<file path="config.mk">
export PLATFORM = sky130hd
export DESIGN_NAME = bcd_sub_serial_flat
export DESIGN_NICKNAME = d
export VERILOG_FILES = /design/src/rtl/bcd_pkg.sv /design/src/rtl/bcd_sub_serial_if.sv /design/src/rtl/bcd_digit_sub.sv /design/src/rtl/bcd_sub_serial.sv /design/src/flat_wrapper.sv
export SDC_FILE = /design/constraint.sdc
export NUM_CORES = 1
export LEC_CHECK = 0
export CAP_MARGIN = 30
export CORE_MARGIN = 5
export CORE_UTILIZATION = 40
export CTS_BUF_LIST = sky130_fd_sc_hd__clkbuf_8 sky130_fd_sc_hd__clkbuf_16
export CTS_CLUSTER_DIAMETER = 200
export DETAILED_ROUTE_END_ITERATION = 10
export DONT_BUFFER_PORTS = 1
export GPL_TIMING_DRIVEN = 1
export PLACE_DENSITY = 0.54
export REMOVE_ABC_BUFFERS = 1
export SYNTH_ARGS = -nofsm -noshare
export SYNTH_HDL_FRONTEND = slang
export SYNTH_SLANG_ARGS = --single-unit
</file>
<file path="constraint.sdc">
create_clock -name clk -period 2.1 [get_ports clk]
set_clock_uncertainty 0.05 [all_clocks]
set_input_delay 0.315 -clock clk [delete_from_list [all_inputs] [get_ports clk]]
set_output_delay 0.315 -clock clk [all_outputs]
set_load 0.05 [all_outputs]
</file>
<file path="src/rtl/bcd_pkg.sv">
`default_nettype none
// ============================================================================
// Module   : bcd_pkg
// Purpose  : Shared decimal-arithmetic constants and types for the serial
//            BCD subtractor (digit type, radix constants, FSM state encoding).
// Revision : 1.0 - initial release
// ============================================================================
package bcd_pkg;

  localparam int BCD_MAX   = 9;
  localparam int BCD_RADIX = 10;

  typedef logic [3:0] digit_t;

  typedef enum logic [1:0] {
    ST_IDLE = 2'd0,
    ST_RUN  = 2'd1,
    ST_DONE = 2'd2
  } state_e;

endpackage
`default_nettype wire

</file>
<file path="src/rtl/bcd_sub_serial_if.sv">
`default_nettype none
// ============================================================================
// Module   : bcd_sub_serial_if
// Purpose  : Operand/result handshake bundle for the serial BCD subtractor.
//            master = producer/consumer side, slave = the subtractor.
// Revision : 1.0 - initial release
// ============================================================================
interface bcd_sub_serial_if #(
  parameter int NDIGITS = 4
);
  localparam int DW = 4 * NDIGITS;

  logic          in_valid;
  logic          in_ready;
  logic [DW-1:0] a;
  logic [DW-1:0] b;
  logic          bin;
  logic          out_valid;
  logic          out_ready;
  logic [DW-1:0] diff;
  logic          bout;
  logic          err;

  modport master (
    output in_valid, a, b, bin, out_ready,
    input  in_ready, out_valid, diff, bout, err
  );

  modport slave (
    input  in_valid, a, b, bin, out_ready,
    output in_ready, out_valid, diff, bout, err
  );
endinterface
`default_nettype wire

</file>
<file path="src/rtl/bcd_digit_sub.sv">
`default_nettype none
// ============================================================================
// Module   : bcd_digit_sub
// Purpose  : Combinational single-digit BCD subtract cell: d = a - b - bin,
//            with ten's-complement wrap and a borrow out. Flags non-BCD input.
// Revision : 1.0 - initial release
// ============================================================================
module bcd_digit_sub
  import bcd_pkg::*;
(
  input  wire digit_t a_d,
  input  wire digit_t b_d,
  input  wire logic   bin,
  output digit_t      d,
  output logic        bout,
  output logic        dig_err
);

  logic [4:0] t;

  // 5-bit two's-complement difference; bit 4 set means the digit went negative,
  // in which case adding the radix (mod 16) yields the wrapped decimal digit.
  always_comb begin
    t       = {1'b0, a_d} - {1'b0, b_d} - {4'd0, bin};
    bout    = t[4];
    d       = t[4] ? (t[3:0] + 4'(BCD_RADIX)) : t[3:0];
    dig_err = (a_d > 4'(BCD_MAX)) || (b_d > 4'(BCD_MAX));
  end

endmodule
`default_nettype wire

</file>
<file path="src/rtl/bcd_sub_serial.sv">
`default_nettype none
// ============================================================================
// Module   : bcd_sub_serial
// Purpose  : Digit-serial packed-BCD subtractor, A - B - bin, one digit per
//            clock LSD first, with valid/ready operand and result handshakes.
// Revision : 1.0 - initial release
// ============================================================================
module bcd_sub_serial
  import bcd_pkg::*;
#(
  parameter int NDIGITS = 4
) (
  input  wire logic       clk,
  input  wire logic       rst_n,
  bcd_sub_serial_if.slave bus
);

  localparam int DW    = 4 * NDIGITS;
  localparam int CNT_W = (NDIGITS > 1) ? $clog2(NDIGITS) : 1;
  localparam logic [CNT_W-1:0] CNT_LAST = CNT_W'(NDIGITS - 1);

  state_e           state_q, state_d;
  logic [CNT_W-1:0] cnt_q, cnt_d;
  logic [DW-1:0]    a_sh_q, a_sh_d;
  logic [DW-1:0]    b_sh_q, b_sh_d;
  logic             borrow_q, borrow_d;
  logic [DW-1:0]    diff_q, diff_d;
  logic             bout_q, bout_d;
  logic             err_q, err_d;
  logic             in_ready_q, in_ready_d;
  logic             out_valid_q, out_valid_d;

  digit_t           w_d;
  logic             w_bout;
  logic             w_err;

  // The current digit always sits in the low nibble of the shift registers.
  bcd_digit_sub u_digit (
    .a_d     (a_sh_q[3:0]),
    .b_d     (b_sh_q[3:0]),
    .bin     (borrow_q),
    .d       (w_d),
    .bout    (w_bout),
    .dig_err (w_err)
  );

  // Next-state and next-output logic; handshake outputs follow the next state
  // so that in_ready/out_valid are registered and never both high.
  always_comb begin
    state_d  = state_q;
    cnt_d    = cnt_q;
    a_sh_d   = a_sh_q;
    b_sh_d   = b_sh_q;
    borrow_d = borrow_q;
    diff_d   = diff_q;
    bout_d   = bout_q;
    err_d    = err_q;

    case (state_q)
      ST_IDLE: begin
        if (bus.in_valid && in_ready_q) begin
          a_sh_d   = bus.a;
          b_sh_d   = bus.b;
          borrow_d = bus.bin;
          diff_d   = '0;
          bout_d   = 1'b0;
          err_d    = 1'b0;
          cnt_d    = '0;
          state_d  = ST_RUN;
        end
      end
      ST_RUN: begin
        diff_d[4*cnt_q +: 4] = w_d;
        a_sh_d   = a_sh_q >> 4;
        b_sh_d   = b_sh_q >> 4;
        borrow_d = w_bout;
        err_d    = err_q | w_err;
        cnt_d    = cnt_q + CNT_W'(1);
        if (cnt_q == CNT_LAST) begin
          bout_d  = w_bout;
          cnt_d   = '0;
          state_d = ST_DONE;
        end
      end
      ST_DONE: begin
        if (out_valid_q && bus.out_ready) begin
          state_d = ST_IDLE;
        end
      end
      default: begin
        state_d = ST_IDLE;
      end
    endcase

    in_ready_d  = (state_d == ST_IDLE);
    out_valid_d = (state_d == ST_DONE);
  end

  // State and datapath registers; reset discards any partial result.
  always_ff @(posedge clk or negedge rst_n) begin
    if (!rst_n) begin
      state_q     <= ST_IDLE;
      cnt_q       <= '0;
      a_sh_q      <= '0;
      b_sh_q      <= '0;
      borrow_q    <= 1'b0;
      diff_q      <= '0;
      bout_q      <= 1'b0;
      err_q       <= 1'b0;
      in_ready_q  <= 1'b0;
      out_valid_q <= 1'b0;
    end else begin
      state_q     <= state_d;
      cnt_q       <= cnt_d;
      a_sh_q      <= a_sh_d;
      b_sh_q      <= b_sh_d;
      borrow_q    <= borrow_d;
      diff_q      <= diff_d;
      bout_q      <= bout_d;
      err_q       <= err_d;
      in_ready_q  <= in_ready_d;
      out_valid_q <= out_valid_d;
    end
  end

  assign bus.in_ready  = in_ready_q;
  assign bus.out_valid = out_valid_q;
  assign bus.diff      = diff_q;
  assign bus.bout      = bout_q;
  assign bus.err       = err_q;

endmodule
`default_nettype wire

</file>
<file path="src/flat_wrapper.sv">
// flat-port wrapper written by rule: the top's interface ports become plain ports
module bcd_sub_serial_flat import bcd_pkg::*;
#(
  parameter int NDIGITS = 4
)
  (clk, rst_n, bus_in_valid, bus_a, bus_b, bus_bin, bus_out_ready, bus_in_ready, bus_out_valid, bus_diff, bus_bout, bus_err);
  bcd_sub_serial_if #(.NDIGITS(NDIGITS)) bus_i ();
  input  wire logic clk;
  input  wire logic rst_n;
  input wire logic [$bits(bus_i.in_valid)-1:0] bus_in_valid;
  input wire logic [$bits(bus_i.a)-1:0] bus_a;
  input wire logic [$bits(bus_i.b)-1:0] bus_b;
  input wire logic [$bits(bus_i.bin)-1:0] bus_bin;
  input wire logic [$bits(bus_i.out_ready)-1:0] bus_out_ready;
  output wire logic [$bits(bus_i.in_ready)-1:0] bus_in_ready;
  output wire logic [$bits(bus_i.out_valid)-1:0] bus_out_valid;
  output wire logic [$bits(bus_i.diff)-1:0] bus_diff;
  output wire logic [$bits(bus_i.bout)-1:0] bus_bout;
  output wire logic [$bits(bus_i.err)-1:0] bus_err;
  assign bus_i.in_valid = bus_in_valid;
  assign bus_i.a = bus_a;
  assign bus_i.b = bus_b;
  assign bus_i.bin = bus_bin;
  assign bus_i.out_ready = bus_out_ready;
  assign bus_in_ready = bus_i.in_ready;
  assign bus_out_valid = bus_i.out_valid;
  assign bus_diff = bus_i.diff;
  assign bus_bout = bus_i.bout;
  assign bus_err = bus_i.err;
  bcd_sub_serial #(.NDIGITS(NDIGITS)) u_core (.clk(clk), .rst_n(rst_n), .bus(bus_i));
endmodule
</file>
==> metrics <==
CTS clock-pin slew for the worst setup and hold paths=70 ps; Root Driver=clkbuf_8; Syn-to-layout area delta=17.9%; Routed Antenna Nets=0; fin crit share=107%; Final Hold Fails=0; R2R setup slack=-140 ps; number of synthesis warnings=0; status=complete, but fails checks; drt total wl=6520 um; Inserted Clock Buffers=9; final setup fails=14; most frequent cells after synthesis=dfrtp_1 (57), nand2_1 (35), nor2_1 (24); HP Class=in2reg; Area contributors post-synth=dfrtp_1 (51%), mux2i_1 (5.3%), ha_1 (4.9%); min Tclk post-route=2240 ps; gr usage total=16.2%; Clk Latency, worst-skew pair=340 ps; WP data required=2260 ps; mapped cell area=2820 um2; post-synthesis cell type count=38; max cap viols=0; Fmax=0.447 GHz; Initial Util=41.3%; CP arrival=2400 ps; Core Util, Final=48.7%; leading area contributor after synthesis=dfrtp_1; worst-margin pin slew=698 ps; Post-synth EDFFs=0; Rows=30; maximum buffer depth of the clock tree=2; CTS tree=built; vias in the first global route=2,105; final worst slack=-137 ps; Die Ht=94.0 um; RSZ-0062 raised after global routing=true; Clock Sink Count=57; grt ovf=0; Rel. slew slack=53.3%; first-pass GRT wire length=10,900 um; failing checks=negative setup slack; # IOs=57; Port Buffers=0; Die Span X=94.0 um; routed vias=2,053; share of layout cells above drive strength 1=17.1%; Crit. End Element=register; CP Launch Type=register; # H-tree levels=3; Synth Flop Type=dfrtp_1; die area=8830 um2; vias per inst=5.20; DP HPWL=4460 um; Seq/Total Area, Yosys=50.6%; routed len/inst=16.5 um; Max Slew Vio Count=0; antenna cells=0; Layout Nets=344; Syn Inst Count=276; worst-path maximum fanout=4; initial antenna violation count=0; Yosys top cell area share=50.6%; Mapped Avg Cell Area=10.2 um2; drt drc=0; ys async rst share=100%; number of synthesized register bits=57; first-pass iteration count of the detailed router=4; pin count of the biggest net entering global routing=58; count leader, synth=dfrtp_1; gpl congestion=0.820; drt first-iter violations=113; critical path class=reg2reg; CORE AREA=6830 um2
[sequential cells by signal, summed over array words and instances, names as in the netlist]
signal / count
u_core.a_sh_q: 16
u_core.b_sh_q: 16
u_core.borrow_q: 1
u_core.bus.bout: 1
u_core.bus.diff: 16
u_core.bus.err: 1
u_core.bus.in_ready: 1
u_core.bus.out_valid: 1
u_core.cnt_q: 2
u_core.state_q: 2
[kinds of logic after synthesis]
group                      after synthesis  synth area share (%)
DFF                                     57                  50.6
buffers and inverters                   29                  4.44
AOI/OAI and AO/OA                       69                  16.8
adders and majority gates               13                  6.30
xor gates and xnor gates                 6                  2.40
muxes                                   15                  5.33
and+or+nand+nor                         87                  14.2
[per-stage QoR]
stage | hold WS, ps | setup slack [ps] | instance area [um2] | setup TNS (ps) | std cells
floorplan | -30.6 | -652 | 2760 | -17870 | 265
global placement | -28.6 | -272 | 3010 | -3260 | 374
detailed placement | -28.6 | -328 | 3010 | -3930 | 374
CTS | 49.1 | -159 | 3290 | -1660 | 393
global route | 59.5 | -239 | 3320 | -2800 | 395
finish | 62.7 | -137 | 3320 | -1490 | 395
[timing repair]
| action | CTS | global route |
|---|---|---|
| buffers inserted | 1 | 2 |
| gates resized for setup | 10 | 5 |
| endpoints found under the setup margin | 14 | 14 |
| hold buffers | 2 | 0 |
| hold endpoints to repair | 57 | 0 |
| pin swaps | 8 | 5 |
[final timing paths]
path | from | to | depth (start not counted)
max in group asynchronous | rst_n | u_core.bus.in_ready | 2
min in group asynchronous | rst_n | u_core.bus.diff[15] | 2
hold / removal | bus_b[15] | u_core.b_sh_q[15] | 1
setup / recovery | u_core.borrow_q | u_core.bus.diff[13] | 9
setup reg to reg | u_core.borrow_q | u_core.bus.diff[13] | 9
hold reg to reg | u_core.b_sh_q[6] | u_core.b_sh_q[2] | 2
[cell type report]
cell class / count / area [um2]
fillers: 660 / 3510
flip-flops and latches: 57 / 1430
multi-input cells: 190 / 1320
repair buffers: 18 / 190
clock buffers: 10 / 138
well taps: 96 / 120
inverters: 18 / 67.6
clock inverters: 6 / 58.8
[critical path, stage by stage, from the launching register on]
cell and delay, ps:
dfrtp_1 340, inv_2 50, fa_2 400, fa_2 370
buf_6 130, nor2b_4 140, a2bb2oi_2 180, and2_4 200
xor2_4 190, o21ai_1 80
[cells in the final DEF, fill, tap and decap left out, types with 11 or more instances in the layout]
| master | netlist | final |
|---|---|---|
| dfrtp_1 | 57 | 57 |
| nand2_1 | 35 | 35 |
| nor2_1 | 24 | 23 |
| o21ai_0 | 21 | 19 |
| inv_1 | 17 | 17 |
| mux2i_1 | 15 | 15 |
| a22o_1 | 13 | 13 |
| buf_4 | 3 | 12 |
| nor3_1 | 11 | 11 |
| ha_1 | 11 | 11 |
[metal layers]
metal	track usage (%)	part of all wire [%]	vias to the layer above
met4	7.22	1.9	0
met5	0	0	-
li1	-	-	996
met3	4.89	6.0	11
met1	22.9	47	996
met2	22.6	45	50
Power is not shown: default switching activity piles up to over one toggle a cycle in this logic, so the estimate is an artifact.
